[src/rtl/pc_gen.sv]
// Fetch program-counter generator: holds the fetch PC, offers it through a
// valid/ready handshake and picks the next PC from trap, flush, branch or increment.
module pc_gen #(
   parameter int              XLEN     = 32,
   parameter logic [XLEN-1:0] RESET_PC = 32'h0000_0000,
   parameter logic [XLEN-1:0] TRAP_VEC = 32'h0000_0100,
   parameter int              IALIGN   = 32,
   parameter int              INC      = 4
) (
   input  logic            clk,
   input  logic            rst,
   input  logic            halt,
   input  logic            trap_valid,
   input  logic [XLEN-1:0] trap_pc,
   input  logic            flush_valid,
   input  logic [XLEN-1:0] flush_pc,
   input  logic            br_valid,
   input  logic            br_taken,
   input  logic [XLEN-1:0] br_offset,
   output logic            if_valid,
   input  logic            if_ready,
   output logic [XLEN-1:0] if_pc,
   output logic            misalign_err,
   output logic [XLEN-1:0] misalign_addr
);

   localparam int ALIGN_BITS = (IALIGN == 16) ? 1 : 2;

   logic [XLEN-1:0] align_mask;
   logic [XLEN-1:0] if_pc_reg, if_pc_next;
   logic            if_valid_reg, if_valid_next;
   logic            misalign_err_reg, misalign_err_next;
   logic [XLEN-1:0] misalign_addr_reg, misalign_addr_next;
   logic [XLEN-1:0] redirect_target;
   logic            redirect_checked;
   logic            handshake;

   // Set bits mark the low address bits that must be zero in a legal target.
   genvar gi;
   generate
      for (gi = 0; gi < XLEN; gi++) begin : g_mask
         assign align_mask[gi] = (gi < ALIGN_BITS) ? 1'b1 : 1'b0;
      end
   endgenerate

   assign handshake = if_valid_reg & if_ready & ~halt;

   always_comb begin
      if_pc_next         = if_pc_reg;
      if_valid_next      = ~halt;
      misalign_err_next  = 1'b0;
      misalign_addr_next = misalign_addr_reg;
      redirect_target    = '0;
      redirect_checked   = 1'b0;

      if (flush_valid) begin
         redirect_target  = flush_pc;
         redirect_checked = 1'b1;
      end else if (br_valid && br_taken) begin
         redirect_target  = if_pc_reg + br_offset;
         redirect_checked = 1'b1;
      end

      // The trap outranks everything and its target is silently aligned.
      if (trap_valid) begin
         if_pc_next = trap_pc & ~align_mask;
      end else if (redirect_checked) begin
         if ((redirect_target & align_mask) != '0) begin
            if_pc_next         = TRAP_VEC;
            misalign_err_next  = 1'b1;
            misalign_addr_next = redirect_target;
         end else begin
            if_pc_next = redirect_target;
         end
      end else if (handshake) begin
         if_pc_next = if_pc_reg + XLEN'(INC);
      end
   end

   always_ff @(posedge clk) begin
      if (rst) begin
         if_pc_reg         <= RESET_PC;
         if_valid_reg      <= 1'b0;
         misalign_err_reg  <= 1'b0;
         misalign_addr_reg <= '0;
      end else begin
         if_pc_reg         <= if_pc_next;
         if_valid_reg      <= if_valid_next;
         misalign_err_reg  <= misalign_err_next;
         misalign_addr_reg <= misalign_addr_next;
      end
   end

   assign if_pc         = if_pc_reg;
   assign if_valid      = if_valid_reg;
   assign misalign_err  = misalign_err_reg;
   assign misalign_addr = misalign_addr_reg;

endmodule
[config.mk]
export PLATFORM = sky130hd
export DESIGN_NAME = pc_gen
export DESIGN_NICKNAME = d
export VERILOG_FILES = /design/src/rtl/pc_gen.sv
export SDC_FILE = /design/constraint.sdc
export NUM_CORES = 1
export LEC_CHECK = 0
export BUFFER_PORTS_ARGS = -buffer_cell sky130_fd_sc_hd__clkbuf_2
export CORE_ASPECT_RATIO = 2
export CORE_MARGIN = 3
export CORE_UTILIZATION = 52
export DETAILED_ROUTE_END_ITERATION = 10
export PLACE_DENSITY_LB_ADDON = 0.2
export SYNTH_ARGS = -nofsm -noshare
export SYNTH_HDL_FRONTEND = slang
export SYNTH_SLANG_ARGS = --single-unit
[constraint.sdc]
create_clock -name clk -period 3.4 [get_ports clk]
set_input_delay 0.68 -clock clk [delete_from_list [all_inputs] [get_ports clk]]
set_output_delay 0.68 -clock clk [all_outputs]
set_load 0.005 [all_outputs]
==> results of run 1 <==
through the flow:
| stage | area [µm²] | hold WS [ps] | util | cells | setup WS [ps] |
|---|---|---|---|---|---|
| after global routing | 7010 | 507 | 0.714 | 1064 | 6.55 |
| after CTS | 7000 | 491 | 0.713 | 1064 | 173 |
| after global placement | 6700 | 469 | 0.682 | 1048 | -93.2 |
| final | 7010 | 492 | 0.714 | 1064 | 79.4 |
| after floorplan | 5310 | 453 | - | 720 | 449 |
| after detailed placement | 6700 | 478 | 0.682 | 1048 | -173 |
Yosys cell counts, drive strengths merged, types with 4 or more instances:
cell     instances  share of area
a2111oi         13          0.023
a211oi          12          0.018
a21o            12          0.017
a21oi           61          0.059
a221oi          19          0.031
a22oi            6         0.0085
a311oi           5         0.0082
a31oi           12          0.015
buf             10         0.0080
clkbuf          32          0.023
dfxtp           66           0.25
ha              32          0.075
inv             28          0.020
nand2           64          0.045
nand3           29          0.027
nand4           10          0.012
nor2            97          0.069
nor2b            5         0.0059
nor3            33          0.032
o211a            4         0.0075
o211ai           7         0.0099
o21a             9          0.013
o21ai           37          0.035
o221ai          12          0.020
o22ai            4         0.0047
o31ai            5         0.0080
or2              4         0.0047
xnor2           29          0.048
xor2            25          0.041
routing by layer:
layer / vias to the layer above / GRT usage / part of all wire
li1: 3087 / - / -
met1: 3077 / 0.404 / 0.31
met2: 502 / 0.713 / 0.49
met3: 168 / 0.0756 / 0.082
met4: 0 / 0.414 / 0.12
met5: - / 0 / 0
power breakdown:
group | switching, mW | internal (mW) | total [mW]
Sequential | 0.0544 | 0.828 | 0.882
Clock | 0.396 | 0.574 | 0.970
Combinational | 0.561 | 0.399 | 0.959
final cells by class:
class                           instances  share of cell area
Tap cell                              132              0.0236
Inverter                               28              0.0150
Multi-Input combinational cell        584               0.533
Clock inverter                          7              0.0111
Clock buffer                            9              0.0321
Timing Repair Buffer                  238               0.197
Sequential cell                        66               0.188
worst max path at each step:
stage	endpoint	slack (ps)	depth (start not counted)	from
after floorplan	misalign_addr[28]$_SDFFE_PP0P_	450	12	br_offset[0]
after global placement	misalign_addr[21]$_SDFFE_PP0P_	-90	14	br_offset[1]
after detailed placement	misalign_addr[28]$_SDFFE_PP0P_	-170	14	br_offset[0]
after CTS	misalign_addr[28]$_SDFFE_PP0P_	170	14	br_offset[0]
after global routing	if_pc[26]$_SDFFE_PP0P_	7	14	br_offset[0]
final	misalign_addr[28]$_SDFFE_PP0P_	80	14	br_offset[0]
critical path, stage by stage:
cell and delay, ps:
clkbuf_2 90, ha_1 210, inv_1 80, fa_1 200, nor2b_1 70, o2111ai_1 380, a21oi_2 140, o21ai_1 330
a211oi_2 140, buf_4 180, a221oi_1 490, xnor2_1 150, a221oi_1 300, nor3_1 70
layout by cell type (no fill, tap or decap), types with 3 or more instances in the layout:
cell	n
nor2b_1	5
and3_1	3
or3_1	3
a21o_1	12
a311oi_1	5
a211oi_1	11
xnor2_1	28
nand2_1	64
ha_1	32
clkbuf_2	167
buf_4	70
xor2_1	25
o21a_1	9
inv_1	27
o21ai_0	10
a2111oi_0	12
o22ai_1	4
o31ai_1	4
a221oi_1	19
o211a_1	4
a31oi_1	11
dfxtp_1	66
o21ai_1	27
nor3_1	31
nand3_1	29
o221ai_1	12
a22oi_1	6
nor2_1	97
clkbuf_16	9
nand4_1	10
nand3b_1	3
a21oi_1	59
o211ai_1	7
cell families after synthesis:
family | Yosys count | share of synthesized area
and+or+nand+nor | 259 | 0.220
AOI/OAI and AO/OA | 236 | 0.309
buffers and inverters | 70 | 0.0504
DFF | 66 | 0.249
xor gates and xnor gates | 54 | 0.0890
adders and majority gates | 33 | 0.0791
muxes | 2 | 0.00400
what timing repair did:
action	4_1_cts	5_1_grt
gates resized for setup	0	1
endpoints found under the hold margin	0	0
setup endpoints to repair	0	2
==> metrics.txt, run 1 <==
Routed Antenna Nets 0; fin. max-slew vios 0; core area 9830 µm²; Crit path arrival time 3510 ps; crit path launch type input port; Placer Congestion ~1.1; row cnt between 50 and 60; WL final between 20 and 25 mm; CTS sink count 66; Setup Viol. Count Final 0; Area Growth Syn to Fin 32.0%; first-pass GRT wire length 37.0 mm; endpoints failing hold 0; die height about 150 µm; Post-synth EDFFs 0; hold path depth 2; Register-to-Register Path Depth 12; Clock Latency Late Sink approximately 340 ps; pin count of the biggest net entering global routing 68; HP Class reg -> reg; Syn Nets about 860; Max transition margin 0.523; IO Count 170; initial core utilization 0.541; Setup TNS Final 0 ps; outcome finished clean; min cycle time layout about 3300 ps; ant diodes 0; critical path fanouts, max 3; CTS clk-pin slew, worst paths 60 ps; reg2reg setup slack approximately 160 ps; post-DP HPWL 18.2 mm; hold wc startpoint misalign_addr[7]$_SDFFE_PP0P_; Num CTS Buffers 9; Peak Freq around 0.30 GHz; Register Area 1320 µm²; MaxCap Viol Count 0; YS warnings 0; Async SR Flop Fraction 0; Netlist Area Pre-Place 5310 µm²; Power Total approximately 2.8 mW; vias per cell 6.42; H-tree depth 3; Final Cycle Share 0.977; Slew @ Worst Pin between 700 and 800 ps; antenna violations before repair 0; RSZ-0062 raised after global routing no; Routed WL per cell between 20 and 25 µm; #FFs+latches synth 66; Crit. End Element register; Max clock buf depth 2; CTS tree done; vias in the first global route a little over 7,000; Global Route Usage Sum 0.415; Reg-to-Reg End misalign_addr[24]$_SDFFE_PP0P_; sequential-to-total area share from yosys stat 0.249; Die Area between 10,000 and 15,000 µm²; WP data required 3590 ps; maximum vdd ir drop roughly 440 µV; Die X 77.5 µm; Mapped Cells slightly above 700; CTS Hold Buffers Added 0; CP Class in -> reg; DR iter-0 viols roughly 570; FILL cells roughly 890; Syn Area/Cell 7.38 µm²; r2r startpoint if_pc[0]$_SDFFE_PP0P_; layout cells sized above 1 0.289; power per cell area roughly 400 nW/µm²; fin nets 1,064; I/O Buffers roughly 170; Lkg Pwr 3.22 nW; clk_skew just under 8 ps; post-CTS setup buffers 0; DRC 0; Hold Path End misalign_addr[7]$_SDFFE_PP0P_; DR vias about 6,800; total grt overflow 0; Clk Tree Root Cell clkbuf_16; Synth Flop Type dfxtp_1; library cells used by synthesis 63; drt first pass iters 5; area occupied by multi-input gates 3740 µm²
No activity file was read; power rests on OpenSTA's default activity.
==> inputs of run 2 (changes only) <==
- CORE_UTILIZATION: 52 -> 40
- CTS_BUF_LIST: default -> sky130_fd_sc_hd__clkbuf_8
==> metrics.txt, run 2 (synthesis results as in run 1) <==
outcome finished clean; MaxCap Viol Count 0 (unchanged); maximum vdd ir drop 213 µV (-51%); setup ws final 253 ps (+174 ps); Placer Congestion 0.931 (-13%); initial core utilization 0.409 (-0.132); total grt overflow 0 (unchanged); cell internal pwr 1.71 mW (-4.8%); commonest non-fill, non-tap cells in the layout clkbuf_2, nor2_1, buf_4; Lkg Pwr 3.20 nW (-0.63%); Slew @ Worst Pin 810 ps (+99.7 ps); clock network power share 0.315 (-0.030); most common cell after layout, fill and taps aside clkbuf_2; min cycle time layout 3150 ps (-174 ps); CTS sink count 66 (unchanged); I/O Buffers 167 (unchanged); H-tree depth 3 (unchanged); CTS tree done; Util after Layout 0.538 (-0.176); fin area 6980 µm² (-0.39%); RSZ-0062 raised after global routing no; first-pass GRT wire length 33.4 mm (-9.6%); Peak Freq 0.318 GHz (+5.5%); hold_ws 463 ps (-28.7 ps); Area Growth Syn to Fin 31.5%; WL final 22.4 mm (-5.4%); fin nets 1,066 (+0.19%); DRC 0 (unchanged); Die X 87.5 µm (+13%); ant diodes 0 (unchanged); Placed Area 6740 µm² (+0.60%); drt first pass iters 5 (unchanged); Max stage delay cell, worst path fa_1; worst slack, placed -104 ps (+69.2 ps); post-DP HPWL 17.7 mm (-2.5%); FILL cells 1,342 (+51%); DR vias 6,453 (-5.6%); Num CTS Buffers 9 (unchanged); non-filler cells, final 1,086 (+2.1%); vias in the first global route 6,230 (-12%); Clk Tree Root Cell clkbuf_8; Crit path arrival time 3370 ps (-140 ps); Worst path max stage delay 410 ps (-80 ps); Placed Cells 1,070 (+2.1%); power per cell area 380 nW/µm² (-5.3%); Seq pwr share 0.334 (+0.020); CTS clk-pin slew, worst paths 80 ps (+20 ps); endpoints failing hold 0 (unchanged); Comb power frac 0.351 (+0.010); Die Area 14,800 µm² (+28%); pin count of the biggest net entering global routing 68 (unchanged); Max transition margin 0.457 (-0.0669); Crit. End Element register; clk_skew 13.2 ps (+5.50 ps); CTS Hold Buffers Added 0 (unchanged); area occupied by multi-input gates 3730 µm² (-0.20%); crit path launch type input port; DR iter-0 viols 440 (-23%); Cell Chain, Critical Path clkbuf_2 > ha_1 > inv_1 > fa_1 > nor2b_1 > o2111ai_1 > a21oi_2 > o21ai_1 > a211oi_2 > buf_4 > o211a_1 > or3_1 > a31oi_1 > a2111oi_0; fin. max-slew vios 0 (unchanged); CP Class in -> reg; post-CTS setup buffers 0 (unchanged); Global Route Usage Sum 0.300 (-0.116); layout cells sized above 1 0.288 (-0.000618); Clock Latency Late Sink 360 ps (+20 ps); critical path fanouts, max 4 (+1); antenna violations before repair 0 (unchanged); IO Count 170 (unchanged); cts repair resizes 0 (unchanged); Register Area 1320 µm² (unchanged); sw power 0.939 mW (-7.1%); row cnt 59 (+16%); core area 13,000 µm² (+32%); Routed WL per cell 20.6 µm (-7.3%); Final Cycle Share 0.926 (-0.0511); vias per cell 5.94 (-7.5%); WP data required 3630 ps (+40 ps); Setup Viol. Count Final 0 (unchanged); die height 169 µm (+13%); Routed Antenna Nets 0 (unchanged); sw frac 0.354 (-0.00545); HP Class reg -> reg; Max clock buf depth 2 (unchanged)
## run 2: changes by cell type in the layout (fill, tap and decap cells not counted), sizes merged
cell	change
bufinv	+2
buf	+2
inv	-1
clkinv	-1
## run 2: layout make-up
cell class / instances / area share
Timing Repair Buffer: 240 / 0.200
Sequential cell: 66 / 0.189
Inverter: 28 / 0.0150
Multi-Input combinational cell: 584 / 0.534
Clock inverter: 7 / 0.0170
Tap cell: 152 / 0.0272
Clock buffer: 9 / 0.0177
## run 2: layer usage
layer	vias up	GRT usage	wire length, µm
li1	3081	-	-
met5	-	0	0
met1	2962	0.307	7470
met3	84	0.0331	1380
met4	0	0.234	1930
met2	326	0.530	11600
## run 2: power groups by stage
stage          Clock, mW  Sequential [mW]  Combinational (mW)
5_1_grt            0.881            0.891                1.01
4_1_cts            0.853            0.884               0.925
6_report           0.836            0.885               0.931
3_3_place_gp           0            0.902               0.917
3_5_place_dp           0            0.903               0.919
2_1_floorplan          0            0.902               0.514
## run 2: path summary, 6_finish.rpt
path / start / to / slack, ps / cells past startpoint
worst max-delay path: br_offset[0] / if_pc[30]$_SDFFE_PP0P_ / 250 / 14
worst min-delay path: misalign_addr[19]$_SDFFE_PP0P_ / misalign_addr[19]$_SDFFE_PP0P_ / 460 / 2
worst max register to register: if_pc[0]$_SDFFE_PP0P_ / if_pc[30]$_SDFFE_PP0P_ / 280 / 13
worst min register to register: misalign_addr[19]$_SDFFE_PP0P_ / misalign_addr[19]$_SDFFE_PP0P_ / 460 / 2
## run 2: per-stage QoR
stage | total power, mW | setup TNS [ps]
floorplan | 1.42 | 0
global placement | 1.82 | -51.0
detailed placement | 1.82 | -404
CTS | 2.66 | 0
global route | 2.78 | 0
finish | 2.65 | 0
## run 2: critical path: cells and delay by family
family	cells	cell delay (ps)
AOI/OAI and AO/OA	7	1440
adders and majority gates	2	590
buffers and inverters	3	320
and+or+nand+nor	2	340
